[config.mk]
export PLATFORM = sky130hd
export DESIGN_NAME = change_dispenser
export DESIGN_NICKNAME = d
export VERILOG_FILES = /design/src/rtl/change_dispenser.sv
export SDC_FILE = /design/constraint.sdc
export NUM_CORES = 1
export LEC_CHECK = 0
export BUFFER_PORTS_ARGS = -buffer_cell sky130_fd_sc_hd__buf_2
export CAP_MARGIN = 20
export CELL_PAD_IN_SITES_DETAIL_PLACEMENT = 1
export CELL_PAD_IN_SITES_GLOBAL_PLACEMENT = 2
export CORE_MARGIN = 2
export CORE_UTILIZATION = 38
export CTS_CLUSTER_SIZE = 14
export DETAILED_ROUTE_END_ITERATION = 8
export HOLD_SLACK_MARGIN = 0.08
export PLACE_DENSITY_LB_ADDON = 0.12
export SLEW_MARGIN = 30
export SYNTH_ARGS = -nofsm -noshare
export SYNTH_HDL_FRONTEND = slang
export SYNTH_SLANG_ARGS = --single-unit
[constraint.sdc]
create_clock -name clk -period 6.6 [get_ports clk]
set_clock_uncertainty 0.15 [all_clocks]
set_input_delay 1.32 -clock clk [delete_from_list [all_inputs] [get_ports clk]]
set_output_delay 1.32 -clock clk [all_outputs]
set_load 0.01 [all_outputs]
[src/rtl/change_dispenser.sv]
// ============================================================================
//  Module   : change_dispenser
//  Purpose  : Greedy three-tube coin-change dispenser with timed solenoid
//             pulses, settling gaps and saturating tube inventory.
//             Optional macro CHANGE_DISPENSER_COUNT_EN adds coins_dispensed.
//  Revision : 1.0 - initial release
// ============================================================================
`default_nettype none

module change_dispenser #(
  parameter int COIN_A_VALUE = 5,
  parameter int COIN_B_VALUE = 2,
  parameter int COIN_C_VALUE = 1,
  parameter int PULSE_CYCLES = 5000000,
  parameter int GAP_CYCLES   = 5000000,
  parameter int TUBE_INIT    = 10,
  parameter int TUBE_MAX     = 15
) (
  input  logic       clk,
  input  logic       rst,
  input  logic       start,
  input  logic [7:0] amount,
  input  logic       refill_pulse,
  input  logic [1:0] refill_sel,
  output logic       eject_a,
  output logic       eject_b,
  output logic       eject_c,
  output logic       busy,
  output logic       done,
  output logic       short_flag,
  output logic [7:0] remaining,
  output logic [7:0] tube_a,
  output logic [7:0] tube_b,
  output logic [7:0] tube_c
`ifdef CHANGE_DISPENSER_COUNT_EN
  ,
  output logic [15:0] coins_dispensed
`endif
);

  localparam logic [7:0]  c_val_a      = 8'(COIN_A_VALUE);
  localparam logic [7:0]  c_val_b      = 8'(COIN_B_VALUE);
  localparam logic [7:0]  c_val_c      = 8'(COIN_C_VALUE);
  localparam logic [7:0]  c_tube_init  = 8'(TUBE_INIT);
  localparam logic [7:0]  c_tube_max   = 8'(TUBE_MAX);
  localparam logic [31:0] c_pulse_last = 32'(PULSE_CYCLES - 1);
  localparam logic [31:0] c_gap_last   = 32'(GAP_CYCLES - 1);

  typedef enum logic [2:0] {
    S_IDLE   = 3'd0,
    S_SELECT = 3'd1,
    S_EJECT  = 3'd2,
    S_GAP    = 3'd3,
    S_DONE   = 3'd4
  } state_t;

  state_t      r_state, w_next_state;
  logic [31:0] r_timer, w_next_timer;
  logic [2:0]  r_eject, w_next_eject;      // one-hot {a, b, c}
  logic [7:0]  r_remaining, w_next_remaining;
  logic        r_short, w_next_short;
  logic [7:0]  r_tube_a, r_tube_b, r_tube_c;
  logic [2:0]  w_pick, w_dec, w_inc;
  logic [7:0]  w_pick_val;

  // Simultaneous refill and dispense on one tube cancel out.
  function automatic logic [7:0] tube_next(input logic [7:0] cur, input logic inc,
                                           input logic dec);
    logic [7:0] nxt;
    nxt = cur;
    if (inc && !dec && cur < c_tube_max) nxt = cur + 8'd1;
    else if (dec && !inc && cur != 8'd0) nxt = cur - 8'd1;
    return nxt;
  endfunction

  always_comb begin
    w_pick     = 3'b000;
    w_pick_val = 8'd0;
    if (r_tube_a != 8'd0 && c_val_a <= r_remaining) begin
      w_pick     = 3'b100;
      w_pick_val = c_val_a;
    end else if (r_tube_b != 8'd0 && c_val_b <= r_remaining) begin
      w_pick     = 3'b010;
      w_pick_val = c_val_b;
    end else if (r_tube_c != 8'd0 && c_val_c <= r_remaining) begin
      w_pick     = 3'b001;
      w_pick_val = c_val_c;
    end
  end

  always_comb begin
    w_inc = 3'b000;
    if (refill_pulse) begin
      case (refill_sel)
        2'd0:    w_inc = 3'b100;
        2'd1:    w_inc = 3'b010;
        2'd2:    w_inc = 3'b001;
        default: w_inc = 3'b000;
      endcase
    end
  end

  always_comb begin
    w_next_state     = r_state;
    w_next_timer     = r_timer;
    w_next_eject     = r_eject;
    w_next_remaining = r_remaining;
    w_next_short     = r_short;
    w_dec            = 3'b000;
    case (r_state)
      S_IDLE: begin
        if (start) begin
          w_next_remaining = amount;
          w_next_short     = 1'b0;
          w_next_state     = S_SELECT;
        end
      end
      S_SELECT: begin
        if (r_remaining == 8'd0) begin
          w_next_state = S_DONE;
        end else if (w_pick != 3'b000) begin
          w_dec            = w_pick;
          w_next_remaining = r_remaining - w_pick_val;
          w_next_eject     = w_pick;
          w_next_timer     = c_pulse_last;
          w_next_state     = S_EJECT;
        end else begin
          w_next_short = 1'b1;
          w_next_state = S_DONE;
        end
      end
      S_EJECT: begin
        if (r_timer == 32'd0) begin
          w_next_eject = 3'b000;
          w_next_timer = c_gap_last;
          w_next_state = S_GAP;
        end else begin
          w_next_timer = r_timer - 32'd1;
        end
      end
      S_GAP: begin
        if (r_timer == 32'd0) w_next_state = S_SELECT;
        else                  w_next_timer = r_timer - 32'd1;
      end
      S_DONE:  w_next_state = S_IDLE;
      default: w_next_state = S_IDLE;
    endcase
  end

  always_ff @(posedge clk) begin
    if (!rst) begin
      r_state     <= S_IDLE;
      r_timer     <= 32'd0;
      r_eject     <= 3'b000;
      r_remaining <= 8'd0;
      r_short     <= 1'b0;
      r_tube_a    <= c_tube_init;
      r_tube_b    <= c_tube_init;
      r_tube_c    <= c_tube_init;
    end else begin
      r_state     <= w_next_state;
      r_timer     <= w_next_timer;
      r_eject     <= w_next_eject;
      r_remaining <= w_next_remaining;
      r_short     <= w_next_short;
      r_tube_a    <= tube_next(r_tube_a, w_inc[2], w_dec[2]);
      r_tube_b    <= tube_next(r_tube_b, w_inc[1], w_dec[1]);
      r_tube_c    <= tube_next(r_tube_c, w_inc[0], w_dec[0]);
    end
  end

  assign eject_a    = r_eject[2];
  assign eject_b    = r_eject[1];
  assign eject_c    = r_eject[0];
  assign busy       = (r_state != S_IDLE);
  assign done       = (r_state == S_DONE);
  assign short_flag = r_short;
  assign remaining  = r_remaining;
  assign tube_a     = r_tube_a;
  assign tube_b     = r_tube_b;
  assign tube_c     = r_tube_c;

`ifdef CHANGE_DISPENSER_COUNT_EN
  logic [15:0] r_coin_count;

  always_ff @(posedge clk) begin
    if (!rst) begin
      r_coin_count <= 16'd0;
    end else if (r_state == S_SELECT && w_next_state == S_EJECT &&
                 r_coin_count != 16'hFFFF) begin
      r_coin_count <= r_coin_count + 16'd1;
    end
  end

  assign coins_dispensed = r_coin_count;
`endif

endmodule

`default_nettype wire
==> impl_metrics.tcl, run 1 <==
set metrics [dict create \
    cap_violations 0 \
    final_nets 648 \
    synth_nets 609 \
    synth.avg_cell_area_um2 8.114 \
    grt_pass1_vias 4504 \
    cts_buffer_depth 2 \
    die_width_um 114.2 \
    die_area_um2 13050 \
    synth_flop_cell "dfxtp_1" \
    core-area_um2 11910 \
    cts_setup_buffers 0 \
    drive_above_1_share 0.1533 \
    final-max-slew-violation-count 0 \
    synth_edf_count 0 \
    stdcell_area_um2 5313 \
    yosysMostFrequentCell "dfxtp_1" \
    hpwl_um 9725 \
    diodes 0 \
    hold_violations 0 \
    postLayoutCoreUtil 0.4460 \
    drc 0 \
    area_growth_syn_to_layout_pct 15.07 \
    clkLatencyLatePin_ps 340 \
    ys_top_cells_by_area "dfxtp_1 (31%), ha_1 (6.0%), a21oi_1 (5.1%)" \
    clock.fmax_mhz 230.3 \
    synth_top_area_cell "dfxtp_1" \
    netlist.area_leader.share 0.3079 \
    setup-violations-final 0 \
    cts_resized 0 \
    drtIter0Drc 235 \
    synth-seq-area-share 0.3079 \
    min_period_ps 4342 \
    grt_overflow_total 0 \
    yosysWarnings 0 \
    grt_start_max_net_pins 44 \
    die_h_um 114.2 \
    row_count 40 \
    cts_buffers 9 \
    fin_ws_ps 2258 \
    cts_tree "done" \
    gp_congestion 0.7870 \
    synthArstFlopShare 0 \
    wl_per_cell_um 17.31 \
    io_pins 52 \
    dpl.cell_count 744 \
    setup.worst_path.end_class "flip-flop" \
    irDropWorstVdd_v 0.0002118 \
    holdWs_ps 334.3 \
    tightest_slew_ps 881.8 \
    initial_core_util 0.3876 \
    antenna_found_initial 0 \
    rsz0062_at_grt "no" \
    power_mw 2.730 \
    post_drt_via_cell_ratio 5.880 \
    p_leak_nw 2.047 \
    cts_root_buf "clkbuf_16" \
    synth.top_cells.by_count "dfxtp_1 (71), nor2_1 (50), a21oi_1 (47)" \
    arrival_ps 4420 \
    cts-hold-fix-buffers 0 \
    cp_max_fo 7 \
    power.density_nw_per_um2 514.0 \
    finalWirelength_um 13150 \
    critPathLaunchType "flip-flop" \
    yosys_register_bits 71 \
    h-tree-depth 3 \
    crit_type "flip-flop to flip-flop" \
    slew_headroom 0.3969 \
    portBuffers 51 \
    finalCritPeriodShare 0.6578 \
    fin_cells 760 \
    run_status "finished, final reports clean" \
    track_usage 0.2163 \
    post_synth_instance_area_um2 4617 \
    placedInstanceArea_um2 4979 \
    clk_pin_slew_ps 50 \
    routed-via-count 4469 \
    dr.pass1.iters 4 \
    cts_sinks 71 \
    post-place-ws_ps 2338 \
    synthCells 569 \
    min_path_type "flip-flop to flip-flop" \
    setup_tns_ps 0 \
    antenna_left 0 \
    crit_required_ps 6680 \
    synthDistinctLibCells 63 \
    grt_pass1_wl_um 22710 \
]
## final cells by class
type | instances | area [µm²]
Fill cell | 1458 | 6599
Multi-Input combinational cell | 456 | 3044
Sequential cell | 71 | 1421
Timing Repair Buffer | 54 | 277.8
Clock buffer | 13 | 260.3
Tap cell | 147 | 183.9
Clock inverter | 3 | 65.06
Inverter | 16 | 60.06
## state kept, by name (all words and copies together), names as in the netlist
name / cells
r_timer: 32
remaining: 8
tube_a: 8
tube_b: 8
tube_c: 8
r_eject: 3
r_state: 3
short_flag: 1
## kinds of logic (layout without fill, tap and decap cells)
kind of cell / after synthesis / count (layout) / synth area share
AOI/OAI and AO/OA: 167 / 167 / 0.2361
and+or+nand+nor: 233 / 233 / 0.2797
muxes: 14 / 14 / 0.03116
adders and majority gates: 26 / 26 / 0.07696
buffers and inverters: 42 / 86 / 0.03794
DFF: 71 / 71 / 0.3079
xor gates and xnor gates: 16 / 16 / 0.03035
## cell usage in the layout, fill, tap and decap left out, types with 4 or more instances in the layout
master / instances
a31oi_1: 8
nand2_1: 34
nor4_1: 16
clkbuf_16: 9
buf_2: 51
or2_2: 10
nand2b_1: 7
nor3_1: 22
dfxtp_1: 71
fa_1: 4
and2_1: 4
mux2i_1: 12
nor2_1: 49
o211ai_1: 16
o21ai_0: 27
ha_1: 22
nand4_1: 6
or3_1: 21
o31ai_1: 21
and3_1: 5
o21a_1: 5
a211oi_1: 6
inv_1: 15
o31a_1: 8
o21bai_1: 5
a21oi_1: 47
nand3_1: 16
xnor2_1: 13
or4_1: 24
## worst max-delay path: stages (launching register included)
cell	delay, ps
dfxtp_1	340
nor4_1	500
nand2_1	260
a2111oi_0	820
nor2_1	150
inv_1	250
ha_1	280
a21oi_1	200
o21ai_0	150
a2111oi_0	500
nor2_1	140
or3_1	390
o311ai_0	90
## worst paths after layout
path	from	to	slack (ps)	cells after the start
worst max-delay path	tube_a[4]	tube_b[7]	2260	12
worst min-delay path	r_eject[1]	r_eject[1]	330	2
worst max register to register	tube_a[4]	tube_b[7]	2260	12
worst min register to register	r_eject[1]	r_eject[1]	330	2
## power by group
group / total (mW) / switching [mW] / internal [mW]
clock: 0.536 / 0.185 / 0.351
combinational: 1.48 / 0.874 / 0.608
sequential: 0.712 / 0.157 / 0.555
## metal layers
layer / vias up / wire length (µm) / GRT usage
li1: 2244 / - / -
met1: 2163 / 5918 / 0.2685
met2: 53 / 6663 / 0.3798
met3: 9 / 454 / 0.05506
met4: 0 / 116 / 0.04390
met5: - / 0 / 0
Note: power is estimated with default switching activity, not from simulation.
==> inputs of run 2 (changes only) <==
--- a/config.mk
+++ b/config.mk
@@ -10,7 +10,7 @@
 export CELL_PAD_IN_SITES_DETAIL_PLACEMENT = 1
 export CELL_PAD_IN_SITES_GLOBAL_PLACEMENT = 2
 export CORE_MARGIN = 2
-export CORE_UTILIZATION = 38
+export CORE_UTILIZATION = 32
 export CTS_CLUSTER_SIZE = 14
 export DETAILED_ROUTE_END_ITERATION = 8
 export HOLD_SLACK_MARGIN = 0.08
==> constraint.sdc (replaced) <==
create_clock -name clk -period 3.8 [get_ports clk]
set_clock_uncertainty 0.15 [all_clocks]
set_input_delay 0.76 -clock clk [delete_from_list [all_inputs] [get_ports clk]]
set_output_delay 0.76 -clock clk [all_outputs]
set_load 0.01 [all_outputs]
==> run 2 against run 1 <==
Effect of this change:
- critical endpoint is now tube_c[7]
- non-clock buffer count rose by 23
- total power rose by 81%
- worst setup slack got worse by 1900 ps
==> impl_metrics.tcl, run 2 (same netlist as run 1, synthesis figures left out) <==
set metrics [dict create \
    grt_overflow_total 0 \
    area_growth_syn_to_layout_pct 21.19 \
    drc 0 \
    gp_congestion 0.8279 \
    post_drt_via_cell_ratio 5.648 \
    slew_headroom 0.4979 \
    irDropWorstVdd_v 0.0003308 \
    grt_pass1_wl_um 23290 \
    power_mw 4.934 \
    postLayoutCoreUtil 0.4000 \
    die_h_um 124.1 \
    finalWirelength_um 14120 \
    final-max-slew-violation-count 0 \
    cts_setup_buffers 0 \
    regArea_um2 1421 \
    clock.fmax_mhz 286.9 \
    placedInstanceArea_um2 5201 \
    grt_start_max_net_pins 57 \
    drtIter0Drc 212 \
    antenna_left 0 \
    setup.worst_path.end_class "flip-flop" \
    die_area_um2 15400 \
    antenna_found_initial 0 \
    dr.pass1.iters 4 \
    cts_buffer_depth 2 \
    portBuffers 51 \
    min_period_ps 3485 \
    min_path_type "flip-flop to flip-flop" \
    stdcell_area_um2 5595 \
    clkLatencyLatePin_ps 340 \
    io_pins 52 \
    top_register "r_timer" \
    setup-violations-final 0 \
    layout_commonest_cell "dfxtp_1" \
    hold_violations 0 \
    most-common-layout-cells "dfxtp_1 (71), buf_2 (51), nor2_1 (48)" \
    grt_pass1_vias 4709 \
    final_nets 671 \
    die_width_um 124.1 \
    rsz0062_at_grt "no" \
    hpwl_um 10380 \
    core-area_um2 13990 \
    crit_required_ps 3920 \
    run_status "finished, final reports clean" \
    post-place-ws_ps 46.32 \
    cts_root_buf "clkbuf_16" \
    diodes 0 \
    row_count 43 \
    finalCritPeriodShare 0.9171 \
    initial_core_util 0.3301 \
    power.density_nw_per_um2 881.7 \
    cts_sinks 71 \
    fill_cells 1704 \
    cp_max_fo 7 \
    arrival_ps 3600 \
    largest_register_ffs 32 \
    fin_ws_ps 315.0 \
    critPathLaunchType "flip-flop" \
    cts_tree "done" \
    h-tree-depth 3 \
    multiInputGateArea_um2 3112 \
    drive_above_1_share 0.2013 \
    clk_pin_slew_ps 60 \
    track_usage 0.1935 \
    cap_violations 0 \
    setup_tns_ps 0 \
    cts-hold-fix-buffers 0 \
    routed-via-count 4609 \
    p_leak_nw 2.160 \
    crit_type "flip-flop to flip-flop" \
    tightest_slew_ps 751.5 \
    cts_buffers 9 \
    wl_per_cell_um 17.30 \
]
run 2: changes by cell type in the layout (fill, tap and decap cells not counted), sizes merged:
| cell | before | now |
|---|---|---|
| inv | 15 | 16 |
| clkbuf | 13 | 11 |
| clkinvlp | 0 | 1 |
| buf | 54 | 77 |
run 2: power by group:
group / switching [mW] / internal, mW / leakage [nW]
clock: 0.340 / 0.577 / 0.150
combinational: 1.62 / 1.19 / 1.43
sequential: 0.246 / 0.963 / 0.580
total: 2.20 / 2.73 / 2.16
run 2: metal layers:
| layer | global-route usage | wire length (µm) |
|---|---|---|
| met3 | 0.05357 | 453 |
| met5 | 0 | 0 |
| met2 | 0.3320 | 6888 |
| met1 | 0.2403 | 6657 |
| met4 | 0.04494 | 116 |
run 2: metrics by stage:
step                hold slack [ps]  instances
floorplan                     301.2        569
global placement              309.4        800
detailed placement            326.3        800
CTS                           338.6        816
global route                  358.7        816
finish                        337.6        816
run 2: worst paths after layout:
path / endpoint / slack [ps] / from / depth (start not counted)
min reg2reg: r_timer[23] / 340 / r_timer[23] / 2
min: r_timer[23] / 340 / r_timer[23] / 2
max reg2reg: tube_c[7] / 310 / remaining[2] / 12
max: tube_c[7] / 310 / remaining[2] / 12
run 2: cell type report:
class,instances,share of cell area
clock buffer,11,0.04159
tap,180,0.04025
timing repair buffer,77,0.08274
inverter,16,0.01073
sequential,71,0.2540
multi-input combinational,456,0.5561
clock inverter,5,0.01453
run 2: what timing repair did:
action,4_1_cts,5_1_grt
cloned,0,0
resized for setup,1,15
pin swaps,0,3
endpoints found under the hold margin,0,0
endpoints found under the setup margin,1,4
run 2: worst max-delay path: stages, from the launching register on:
cell	delay, ps
dfxtp_1	340
or4_1	600
or2_1	300
o21ai_1	200
o31a_1	210
inv_2	130
ha_4	320
nand3_1	80
o211ai_1	280
nor4_1	80
nor3_1	240
mux2i_1	280
mux2i_1	210
